**config.mk**
```make
export PLATFORM = sky130hd
export DESIGN_NAME = seg_scan_decoder
export DESIGN_NICKNAME = d
export VERILOG_FILES = /design/src/rtl/seg_scan_decoder_pkg.sv /design/src/rtl/seg_scan_decoder_seg2hex.sv /design/src/rtl/seg_scan_decoder.sv
export SDC_FILE = /design/constraint.sdc
export NUM_CORES = 1
export LEC_CHECK = 0
export CORE_UTILIZATION = 59
export CTS_CLUSTER_DIAMETER = 150
export DETAILED_ROUTE_END_ITERATION = 10
export PLACE_DENSITY = 0.84
export SYNTH_ARGS = -nofsm -noshare
export SYNTH_HDL_FRONTEND = slang
export SYNTH_SLANG_ARGS = --single-unit
```
**constraint.sdc**
```tcl
create_clock -name clk -period 3.9 [get_ports clk]
set_input_delay 0.585 -clock clk [delete_from_list [all_inputs] [get_ports clk]]
set_output_delay 0.585 -clock clk [all_outputs]
set_load 0.05 [all_outputs]
```
**src/rtl/seg_scan_decoder_pkg.sv**
```systemverilog
// Shared constants and types for the scanned 7-segment decoder.
// Segment patterns match the hex-to-7-segment encoder (bit0 = a).
package seg_scan_decoder_pkg;

    localparam logic [6:0] SEG_0 = 7'h3f;
    localparam logic [6:0] SEG_1 = 7'h06;
    localparam logic [6:0] SEG_2 = 7'h5b;
    localparam logic [6:0] SEG_3 = 7'h4f;
    localparam logic [6:0] SEG_4 = 7'h66;
    localparam logic [6:0] SEG_5 = 7'h6d;
    localparam logic [6:0] SEG_6 = 7'h7d;
    localparam logic [6:0] SEG_7 = 7'h27;
    localparam logic [6:0] SEG_8 = 7'h7f;
    localparam logic [6:0] SEG_9 = 7'h6f;
    localparam logic [6:0] SEG_A = 7'h5f;
    localparam logic [6:0] SEG_B = 7'h7c;
    localparam logic [6:0] SEG_C = 7'h58;
    localparam logic [6:0] SEG_D = 7'h5e;
    localparam logic [6:0] SEG_E = 7'h7b;
    localparam logic [6:0] SEG_F = 7'h71;

    localparam logic [7:0] GHOST_MAX = 8'd255;

    typedef enum logic {
        SCAN,
        HELD
    } scan_state_e;

endpackage

```
**src/rtl/seg_scan_decoder_seg2hex.sv**
```systemverilog
// Combinational 7-segment pattern to hex nibble lookup.
// Anything outside the 16 encoder patterns (blank included) misses.
module seg_scan_decoder_seg2hex
    import seg_scan_decoder_pkg::*;
(
    input  logic [6:0] seg,
    output logic       hit,
    output logic [3:0] nib
);

    // Strict inverse of the encoder table
    always_comb begin
        hit = 1'b1;
        nib = 4'h0;
        unique case (seg)
            SEG_0:   nib = 4'h0;
            SEG_1:   nib = 4'h1;
            SEG_2:   nib = 4'h2;
            SEG_3:   nib = 4'h3;
            SEG_4:   nib = 4'h4;
            SEG_5:   nib = 4'h5;
            SEG_6:   nib = 4'h6;
            SEG_7:   nib = 4'h7;
            SEG_8:   nib = 4'h8;
            SEG_9:   nib = 4'h9;
            SEG_A:   nib = 4'ha;
            SEG_B:   nib = 4'hb;
            SEG_C:   nib = 4'hc;
            SEG_D:   nib = 4'hd;
            SEG_E:   nib = 4'he;
            SEG_F:   nib = 4'hf;
            default: hit = 1'b0;
        endcase
    end

endmodule

```
**src/rtl/seg_scan_decoder.sv**
```systemverilog
// Samples a scanned 7-segment bus and rebuilds each digit's hex value,
// capturing a digit once its pattern has been stable long enough.
module seg_scan_decoder
    import seg_scan_decoder_pkg::*;
#(
    parameter int NUM_DIGITS    = 4,
    parameter int STABLE_CYCLES = 4,
    parameter bit AN_ACTIVE_LOW = 1'b1
) (
    input  logic                    clk,
    input  logic                    reset_n,
    input  logic [6:0]              seg_d,
    input  logic [NUM_DIGITS-1:0]   an,
    output logic [4*NUM_DIGITS-1:0] hex_out,
    output logic [NUM_DIGITS-1:0]   digit_vld,
    output logic [NUM_DIGITS-1:0]   digit_err,
    output logic                    upd,
    output logic                    frame_done,
    output logic [7:0]              ghost_cnt
);

    localparam logic [7:0] CNT_MAX = 8'(STABLE_CYCLES);
    localparam logic [NUM_DIGITS-1:0] ONE = NUM_DIGITS'(1);

    logic [6:0]            seg_s1;
    logic [6:0]            seg_cur;
    logic [6:0]            seg_prev;
    logic [NUM_DIGITS-1:0] an_s1;
    logic [NUM_DIGITS-1:0] an_cur;
    logic [NUM_DIGITS-1:0] an_prev;
    logic [NUM_DIGITS-1:0] sel;
    logic [NUM_DIGITS-1:0] seen;
    logic [NUM_DIGITS-1:0] seen_nxt;
    logic [7:0]            cnt;
    logic [7:0]            cnt_inc;
    scan_state_e           state;
    logic                  legal;
    logic                  same;
    logic                  capture;
    logic                  hit;
    logic [3:0]            nib;

    assign sel      = AN_ACTIVE_LOW ? ~an_cur : an_cur;
    assign legal    = (sel != '0) && ((sel & (sel - ONE)) == '0);
    assign same     = (seg_cur == seg_prev) && (an_cur == an_prev);
    assign cnt_inc  = (cnt == CNT_MAX) ? cnt : cnt + 8'd1;
    assign capture  = legal && same && (state == SCAN) && (cnt_inc == CNT_MAX);
    assign seen_nxt = seen | sel;

    seg_scan_decoder_seg2hex u_seg2hex (
        .seg (seg_cur),
        .hit (hit),
        .nib (nib)
    );

    // Two-flop synchroniser plus one-cycle history of the bus
    always_ff @(posedge clk or negedge reset_n) begin
        if (!reset_n) begin
            seg_s1   <= '0;
            seg_cur  <= '0;
            seg_prev <= '0;
            an_s1    <= '0;
            an_cur   <= '0;
            an_prev  <= '0;
        end else begin
            seg_s1   <= seg_d;
            seg_cur  <= seg_s1;
            seg_prev <= seg_cur;
            an_s1    <= an;
            an_cur   <= an_s1;
            an_prev  <= an_cur;
        end
    end

    // Stability counter and SCAN/HELD dwell tracking
    always_ff @(posedge clk or negedge reset_n) begin
        if (!reset_n) begin
            cnt   <= '0;
            state <= SCAN;
        end else if (!legal || !same) begin
            cnt   <= '0;
            state <= SCAN;
        end else begin
            cnt <= cnt_inc;
            if (capture) begin
                state <= HELD;
            end
        end
    end

    // Saturating count of samples without exactly one anode active
    always_ff @(posedge clk or negedge reset_n) begin
        if (!reset_n) begin
            ghost_cnt <= '0;
        end else if (!legal && (ghost_cnt != GHOST_MAX)) begin
            ghost_cnt <= ghost_cnt + 8'd1;
        end
    end

    // Per-digit value and flags, written only for the selected digit
    always_ff @(posedge clk or negedge reset_n) begin
        if (!reset_n) begin
            hex_out   <= '0;
            digit_vld <= '0;
            digit_err <= '0;
        end else if (capture) begin
            for (int i = 0; i < NUM_DIGITS; i++) begin
                if (sel[i]) begin
                    if (hit) begin
                        hex_out[4*i +: 4] <= nib;
                        digit_vld[i]      <= 1'b1;
                        digit_err[i]      <= 1'b0;
                    end else begin
                        digit_vld[i]      <= 1'b0;
                        digit_err[i]      <= 1'b1;
                    end
                end
            end
        end
    end

    // Capture pulse and frame completion; the completing capture is not
    // carried into the next frame
    always_ff @(posedge clk or negedge reset_n) begin
        if (!reset_n) begin
            upd        <= 1'b0;
            frame_done <= 1'b0;
            seen       <= '0;
        end else begin
            upd        <= capture;
            frame_done <= capture && (&seen_nxt);
            if (capture) begin
                seen <= (&seen_nxt) ? '0 : seen_nxt;
            end
        end
    end

endmodule

```
**Yosys cells after proc, flatten, opt, wreduce, memory -nomap -nowiden**

Cells that the tools add are included.

- $add $sub $neg: 3
- Equal/unequal tests: 21
- Mux-type cells: 9
- Bitwise gates (word level): 4
- Reductions and logical operators: 23

Operators by type and width:

| operator | count |
|---|---|
| $eq 7x7->1 const B | 13 |
| $pmux 4 s15 | 1 |
| $add 8x1->8 const B | 2 |
| $eq 8x3->1 const B | 2 |
| $mux 8 | 2 |
| $reduce_or 16->1 | 1 |
| $eq 7x6->1 const B | 2 |
| $reduce_and 3->1 | 4 |
| $ne 8x8->1 const B | 1 |
| $reduce_and 2->1 | 4 |
| $eq 7x3->1 const B | 1 |
| $eq 7x7->1 | 1 |
| $logic_and 1x1->1 | 7 |
| $mux 1 | 5 |
| $and 4x4->4 | 1 |
| $eq 4x4->1 | 1 |
| $logic_not 4->1 | 1 |
| $mux 4 | 1 |
| $not 4->4 | 1 |
| $or 4x4->4 | 1 |
| $reduce_and 4->1 | 1 |
| $reduce_bool 4->1 | 1 |
| $sub 4x1->4 const B | 1 |
| $logic_not 1->1 | 2 |
| 3 further kinds | 3 |

- Register bits after elaboration: 80
- Input bits: 13
- Word-level logic and storage cells: 84

**Logic depth before layout (Yosys ltp)**

Gate-level depths: netlist (run 1).

- Depth after elaboration: 10
- Depth in mapped cells: 9

**Modules after synthesis**

From an unflattened synthesis (run 1), not the netlist that was laid out.

- Cells, all modules: 299
- Area, all modules: 3642.2 um2

By module, submodules not included:

| module | instances | cells each | area an instance (um2) | sequential area each (um2) |
|---|---|---|---|---|
| seg_scan_decoder | 1 | 234 | 3171.8 | 2001.9 |
| seg_scan_decoder_seg2hex | 1 | 65 | 470.5 | 0.0 |

**Worst setup path before layout (run 1)**

No wires, ideal clock.

- Path kind: register to register
- Start: register cnt[3]
- End: register digit_err[0]
- Setup time: 128 ps
- Arrival time: 2566 ps
- Required time: 3772 ps
- Setup slack: 1206 ps
- Stages on the path, launching flop included: 8
- Period minus slack after synthesis: 2694 ps
- Path through: dfrtp_1 -> buf_6 -> or3_4 -> a2111o_1 -> a211o_1 -> or4_4 -> nor2_4 -> mux2_1

- Word-level cells in the longest chain between the ends: 5
- Elaborated cells on any way between the ends: 6
- Those cells by class: add/sub (1); eq/ne (2); mux (1); reduce/logical (2)

Ends and longest elaborated chain:

| what | RTL line | text |
|---|---|---|
| start: declaration | seg_scan_decoder.sv:34 | `logic [7:0] cnt;` |
| start signal: assignment | seg_scan_decoder.sv:84 | `cnt <= cnt_inc;` |
| $add 8x1->8 / $eq 8x3->1 (equally long branches) | seg_scan_decoder.sv:46 | `assign cnt_inc = (cnt == CNT_MAX) ? cnt : cnt + 8'd1;` |
| $mux 8 (*) | seg_scan_decoder.sv:46 |  |
| $eq 8x3->1 (*) | seg_scan_decoder.sv:47 | `assign capture = legal && same && (state == SCAN) && (cnt_inc == CNT_MAX);` |
| $logic_and 1x1->1 (*) | seg_scan_decoder.sv:47 |  |
| $reduce_and 2->1 (no line) (*) | - |  |
| end signal: assignment | seg_scan_decoder.sv:105 | `digit_err <= '0;` |
| end signal: indexed assignment | seg_scan_decoder.sv:112 | `digit_err[i] <= 1'b0;` |
| end signal: indexed assignment | seg_scan_decoder.sv:115 | `digit_err[i] <= 1'b1;` |
| end: declaration | seg_scan_decoder.sv:16 | `output logic [NUM_DIGITS-1:0] digit_err,` |

Every way passes the cells marked *; elsewhere a longest branch is shown, timed or not.
A chain may end at the register's enable or synchronous reset.

**Worst setup path in the final report (run 1)**

- Start: register seg_cur[4]
- End: register hex_out[9]

- Word-level cells in the longest chain between the ends: 6
- Elaborated cells on any way between the ends: 25
- Those cells by class: eq/ne (17); mux (2); reduce/logical (6)

Ends and longest elaborated chain:

| what | RTL line | text |
|---|---|---|
| start: declaration | seg_scan_decoder.sv:26 | `logic [6:0] seg_cur;` |
| start signal: assignment | seg_scan_decoder.sv:67 | `seg_cur <= seg_s1;` |
| branches (longest 6 deep; another with $reduce_or 16->1) | - |  |
| end signal: indexed assignment | seg_scan_decoder.sv:110 | `hex_out[4*i +: 4] <= nib;` |
| end: declaration | seg_scan_decoder.sv:14 | `output logic [4*NUM_DIGITS-1:0] hex_out,` |

Several ways; the timed one is not identified.

==> run summary, run 1 <==
Number of pins with negative max-slew slack in the final report: 0. The synthesized instance count was 299; the detailed-routing iteration count for the pre-antenna-repair pass was 5. The number of I/O port buffers was 46; the final design area excluding fillers was 4340 µm². Clock skew on the completed layout was measured at 0.00821 ns. The cell that appears most often on the critical path is o31a_1. The HPWL after detailed placement is 4620 µm. The fraction of layout cells with a size suffix above 1 came out at 11.0%. The peak fanout along the critical path works out to 16. In the routed layout, each cell is associated on average with a via count of 5.65.

In this run the remaining antenna-violating nets after routing total 0. STA classifies the critical path startpoint as a register. The path class of the tightest hold or removal check is reg2reg. Counting I/O delays and the setup requirement, the final critical path takes 2.90 ns. The number of nets in the layout is 357. The tools report the first-pass GRT wire length as 10,800 µm. The net count after synthesis is 315, and the number of rows in the core area is 28.

Global routing used 22.2% of the available tracks. For the clock latency on the worst-skew pair, the log shows 0.33 ns. Buffers inserted during clock tree synthesis total 9. Once placement finished, the instance area stood at 4140 µm². Dividing the synthesized area by the synthesized cell count gives 12.3 µm². The number of buffers and inverters on the critical path was 0.

The tools report the overall overflow remaining after global route as 0. Max-cap violations in this run came to 0. The slowest cell on the critical path is dfrtp_1.

The run gives 2,263 as the via count of the first global-routing pass. In the synthesized netlist the dominant register cell turns out to be dfrtp_1. The width of the chip is 81.0 µm. The worst setup path is captured at a register. In the routed design, unresolved DRC markers number 0. The number of antenna violations at the first check in global routing was 0; the antenna diode count was 0. The worst setup margin is 1.00 ns, and the post-detailed-routing wire length is 6640 µm.

The signal on the critical path passes through or4b_1 > o31a_1 > o31a_1 > and4_1 > nor4b_4 > mux2_1. Classification of the worst setup path: reg2reg. The clock tree synthesis step divided the H-tree into 3 levels. For the TritonCTS sink count, the log shows 80.

The clock input transition at the sequential cells of the worst setup and hold paths is 0.08 ns, and the number of flops mapped to enable cells by yosys is 0. At the worst endpoint, the required time is 4.12 ns. The logs give 0 for the Yosys warning count and 3.11 ns for the arrival time reported for the critical path endpoint. From synthesis to final layout, the design area changed by 18.0%.

For the placer congestion estimate, the log shows 0.851. Maximum buffer depth of the clock tree: 2. Power spread over the standard cell area amounts to 440 nW/µm².

TritonCTS built the clock tree. The total of fill cells in the finished design is 413, and the total I/O pin count is 47. Before CTS, the worst setup slack after placement is 1.02 ns.

Post-CTS repair changed the size of 0 cells. The logs give 5960 µm² for the floorplan core area and 81 for the pin count of the biggest net entering global routing. In this run, synthesis produced a sequential element count of 80.

The kind of cell adding the most delay to the critical path is simple AND/OR/NAND/NOR gates. Final hold analysis gives a worst-case slack of 0.351 ns. After synthesis, the share of flip-flops with an asynchronous set or reset is 100%. The number of hold violations in the final report was 0. Hold repair after CTS inserted 0 buffers. For the final routed database, the setup TNS stands at 0 ns. The post-CTS setup buffer count was 0; the die boundary height was 81.0 µm. Across all layers, the routed design uses 2,374 vias. The analysis attributes to cell leakage a power of 1.94 nW. The die covers 6560 µm².

The largest stage delay on the critical path is 0.69 ns, and the number of DRC markers in iteration 0 is 139. The netlist area before placement is 3680 µm². Setup violations remaining at the end of the flow were counted as 0.

The worst pin sits at a relative slew slack of 36.2%. For the maximum clock rate, the log shows 345 MHz. The run finished with clean final reports. The pin slew with the least headroom to its limit is 0.956 ns, and the wire length per cell after detailed routing is 15.8 µm. The final critical path takes up 74.3% of the cycle.

Buffer cell driving the clock tree root: clkbuf_8. For this run, the share of the core covered by cells in the final layout is 72.9%. For this configuration, the core starts out at a cell density of 61.8%.

Across the VDD grid, the largest voltage drop is 0.468 mV. The run gives 54.4% as the part of the Yosys area used for sequential elements. Setup repair after global routing left no endpoint under its margin. The count of unique library cells instantiated by Yosys is 56.
==> state kept, by name (all words and copies together), names as in the netlist <==
name        flops
digit_err       4
seg_cur         7
an_cur          4
seen            4
cnt             8
seg_prev        7
an_prev         4
state           1
hex_out        16
seg_s1          7
digit_vld       4
upd             1
ghost_cnt       8
an_s1           4
frame_done      1
==> power breakdown <==
part           internal, mW  switching, mW
sequential            0.883         0.0659
combinational         0.131          0.220
clock                 0.330          0.283
total                  1.34          0.569
==> stage by stage <==
step                      power (mW)  cells
after floorplan                 1.19    299
after global placement          1.30    405
after detailed placement        1.32    405
after CTS                       1.93    420
after global routing            2.00    420
final                           1.91    420
==> per-layer routing <==
| metal | up-vias | share of wire [%] | track usage, % |
|---|---|---|---|
| met1 | 1171 | 46 | 30.4 |
| met2 | 48 | 49 | 34.2 |
| met5 | - | 0 | 0 |
| li1 | 1149 | - | - |
| met4 | 0 | 1.1 | 10.0 |
| met3 | 6 | 3.6 | 4.72 |
==> synth_stat cells (all sizes together) (5+ instances only) <==
cell type | instances | area (µm²)
and3 | 5 | 32.5
nor2 | 19 | 101
nand3 | 8 | 40.0
a21oi | 7 | 35.0
xnor2 | 18 | 158
nand4 | 7 | 43.8
xor2 | 8 | 70.1
o21ai | 9 | 45.0
clkbuf | 10 | 37.5
mux2 | 21 | 236
nand2 | 9 | 33.8
mux2i | 5 | 50.1
buf | 8 | 77.6
inv | 15 | 56.3
dfrtp | 80 | 2000
==> worst register-to-register path: cells and delay by family (launching register included) <==
kind	cells	cell delay (ns)
AOI/OAI and AO/OA	2	0.38
and+or+nand+nor	3	1.35
muxes	1	0.37
DFF	1	0.69
==> cell usage in the layout (no fill, tap or decap), types with 3 or more instances in the layout <==
cell type	instances
a31oi_1	3
nand4b_1	3
a21oi_1	7
nor2_1	15
clkbuf_8	11
inv_1	15
o21a_1	4
ha_1	3
clkdlybuf4s50_1	45
buf_4	4
nand4_1	7
nor3b_1	3
dfrtp_1	80
or4b_1	3
nand3_1	8
xnor2_1	18
mux2_1	21
nor3_1	4
nor4b_4	4
nand3b_1	3
and4_1	3
mux2i_1	5
or3_1	3
xor2_1	8
nor2_4	4
nand2_1	9
and3_1	4
o21ai_0	7
==> worst paths after layout <==
check / from / to / slack [ns] / depth (start not counted)
max reg2reg: seg_cur[4] / hex_out[9] / 1.00 / 6
min in group asynchronous: reset_n / cnt[5] / 0.39 / 1
min: seg_s1[5] / seg_cur[5] / 0.35 / 0
max in group asynchronous: reset_n / seg_cur[3] / 2.88 / 1
max: seg_cur[4] / hex_out[9] / 1.00 / 6
min reg2reg: seg_s1[5] / seg_cur[5] / 0.35 / 0
==> final cells by class <==
class	count	area [µm²]	area share, %
clock inverters	4	52.6	1.21
inverters	15	56.3	1.30
well taps	75	93.8	2.16
multi-input cells	186	1510	34.7
repair buffers	49	480	11.1
flip-flops and latches	80	2000	46.1
clock buffers	11	151	3.49
==> logic make-up (layout without fill, tap and decap cells) <==
logic type,count (synthesis),count (layout),synth area share (%)
multiplexers,26,26,7.78
AO/OA/AOI/OAI,43,43,8.53
AND/OR/NAND/NOR,88,88,17.4
XOR/XNOR,26,26,6.19
adder cells (fa/ha/maj),3,3,1.02
flip-flops,80,80,54.4
buffers and inverters,33,79,4.66
Power figures use the tool's default switching activity.
==> inputs of run 2 (changes only) <==
CORE_UTILIZATION = 50   (was 59)
PLACE_DENSITY = 0.76   (was 0.84)
clock period = 2.6 ns   (was 3.9 ns; I/O delays follow)
==> run summary, run 2 (synthesized netlist as in run 1, its figures left out) <==
In the final design database the tool counted 384 nets. After detailed placement, the design holds a cell count of 447. The final cycle utilization of the critical path is 103%. At the worst endpoint, the required time is 2.83 ns. Measured on the finished design, the core utilization comes to 67.3%. The worst setup path is captured at a register.

Counting along the longest clock path gives a buffer depth of 2. Setup violations remaining at the end of the flow were counted as 16. STA classifies the critical path startpoint as a register.

The cell area after placement came out at 4330 µm². The number of buffers and inverters on the critical path is 2. Number of hold violations in the final report: 0. The wire-length estimate of the detail-placed layout is 4710 µm. The largest registers in the layout are hex_out: 16 flops, cnt: 8 flops, ghost_cnt: 8 flops. The wire length per cell after detailed routing came out at 14.7 µm. The startpoint of the worst register-to-register path was cnt[0]. At the placement stage, the worst setup path has a slack of -0.0534 ns. The routed design has 6880 µm of wire. Number of I/O port buffers: 46. At the pin with the least slew margin, the transition time is 0.958 ns. The peak fanout along the critical path is 5. After detailed routing, the number of vias per cell comes to 5.27. The slowest stage of the critical path is the a2111o_1 cell.

The via count of the first global-routing pass was 2,436. The first detailed-routing pass took 4 iterations. The tree is rooted in a clkbuf_8. The overall routing resource usage came out at 19.7%. The number of pins with negative max-slew slack in the final report was 0. The detailed router placed 2,465 vias in this run.

The maximum clock rate was 375 MHz; the worst slew margin relative to its limit was 36.1%. For the leakage power summed over all cells, the log shows 2.07 nW. Register containing the most flip-flops in the final layout: hex_out. The post-route netlist has 24.5% of its cells at a drive strength greater than 1. Clock skew on the completed layout was measured at 0.00653 ns.

Arrival time reported for the critical path endpoint: 2.90 ns. The run gives 0 as the number of routed nets with antenna violations. The die is 87.8 µm wide.

Pin count of the biggest net entering global routing: 81. Number of antenna violations at the first check in global routing: 0. The endpoint identified for the worst register-to-register timing path is hex_out[15].

The placer congestion estimate is 0.902, and the DRC violations left is 0. The number of rows in the core area came out at 30. In this run the vertical extent of the chip is 87.8 µm.

TritonCTS built the clock tree. The logs give 0.34 ns for the clock latency on the worst-skew pair and 53.0% for the initial standard-cell utilization of the core. The flip-flop count of the largest register after layout came out at 16. For the TritonCTS sink count, the log shows 80. Setup repair after global routing could not meet its margin everywhere.

The first global-routing pass estimated 11,500 µm of wire. Fill cells in the final layout number 522. On the worst path, the slowest cell contributes a delay of 0.43 ns. The logs give 0 for the antenna diode count and 7710 µm² for the area of the die. The minimum period implied by the final worst setup slack is 2.67 ns. The library cells used most frequently in the layout, excluding fill and tap cells, are dfrtp_1, clkdlybuf4s50_1, buf_4. For this design, the CTS-stage hold fixing added 0 buffers. The finished cells cover 4670 µm².

The tightest min-delay check is of the in2async type. Final hold analysis gives a worst-case slack of 0.186 ns. The critical path goes through inv_2 > ha_4 > nand4bb_1 > a2111o_1 > a211o_1 > or2_4 > nor4b_4 > buf_4 > mux2_4.

The cell area power density works out to 602 nW/µm². Pin placement for this block handled 47 I/O pins. For the worst reg-to-reg setup slack, the log shows -0.07 ns.

The non-filler instance count after layout was 468; the area added between synthesis and finish was 26.9%. The overall overflow remaining after global route was 0. The tool flagged a number of max-cap violations equal to 0.

Classification of the worst setup path: reg2reg. The peak supply drop is 0.775 mV. The length in cells of the worst reg-to-reg path is 9, and the clock input transition at the sequential cells of the worst setup and hold paths is 0.07 ns.

The library cell used most frequently in the layout, excluding fill and tap cells, is dfrtp_1. The H-tree was split into 3 levels. The logs give -0.0682 ns for the worst setup margin and 9 for the number of clock buffers inserted by TritonCTS.

Kind of cell adding the most delay to the critical path: compound AO/OA/AOI/OAI gates. The first routing iteration left 109 violations. The checks that failed: negative setup slack.

The flow ran to the end, but the final reports show violations. The tools report the floorplan core area as 6940 µm².
==> run 2: timing repair <==
item                                    in CTS  in global routing
setup buffers                                2                  4
pin swaps                                    3                  8
resized for setup                            2                 29
endpoints found under the setup margin      17                 27
==> run 2: worst register-to-register path: stages, from the launching register on <==
cell       delay [ns]
dfrtp_1          0.39
inv_2            0.08
ha_4             0.12
nand4bb_1        0.14
a2111o_1         0.43
a211o_1          0.32
or2_4            0.31
nor4b_4          0.25
buf_4            0.19
mux2_4           0.31
==> run 2: metal layers <==
layer,share of wire (%),vias to the layer above,GRT usage (%)
met5,0,-,0
met4,0.74,0,5.81
met3,4.0,6,6.31
met2,49,45,32.0
met1,46,1218,25.4
li1,-,1196,-
==> run 2: power by group <==
group	switching, mW	leakage, nW	internal, mW	total, mW
Combinational	0.341	0.956	0.214	0.555
Clock	0.405	0.0904	0.440	0.844
Sequential	0.0868	1.03	1.33	1.41
Total	0.833	2.07	1.98	2.81
==> run 2: stage by stage <==
stage | setup TNS [ns] | power [mW]
6_report | -0.809 | 2.81
5_1_grt | -3.27 | 2.95
4_1_cts | 0 | 2.84
3_5_place_dp | -0.589 | 1.99
3_3_place_gp | -0.0612 | 1.98
2_1_floorplan | 0 | 1.78
==> run 2: worst max path at each step <==
stage          slack (ns)       start     endpoint  cells after the start
3_3_place_gp        -0.02  seg_cur[0]   hex_out[8]                      6
4_1_cts             0.004  seg_cur[0]   hex_out[1]                      6
5_1_grt             -0.18      cnt[0]  hex_out[12]                      9
2_1_floorplan      0.0009      cnt[3]  hex_out[11]                      7
3_5_place_dp        -0.05      cnt[0]   hex_out[9]                      8
6_report            -0.07      cnt[0]  hex_out[15]                      9
==> run 2: final cells by class <==
cell class,count,area [µm²],area share (%)
Multi-Input combinational cell,186,1620,34.7
Sequential cell,80,2000,42.9
Inverter,15,56.3,1.21
Timing Repair Buffer,76,694,14.9
Clock inverter,3,43.8,0.937
Clock buffer,12,135,2.89
Tap cell,96,120,2.57
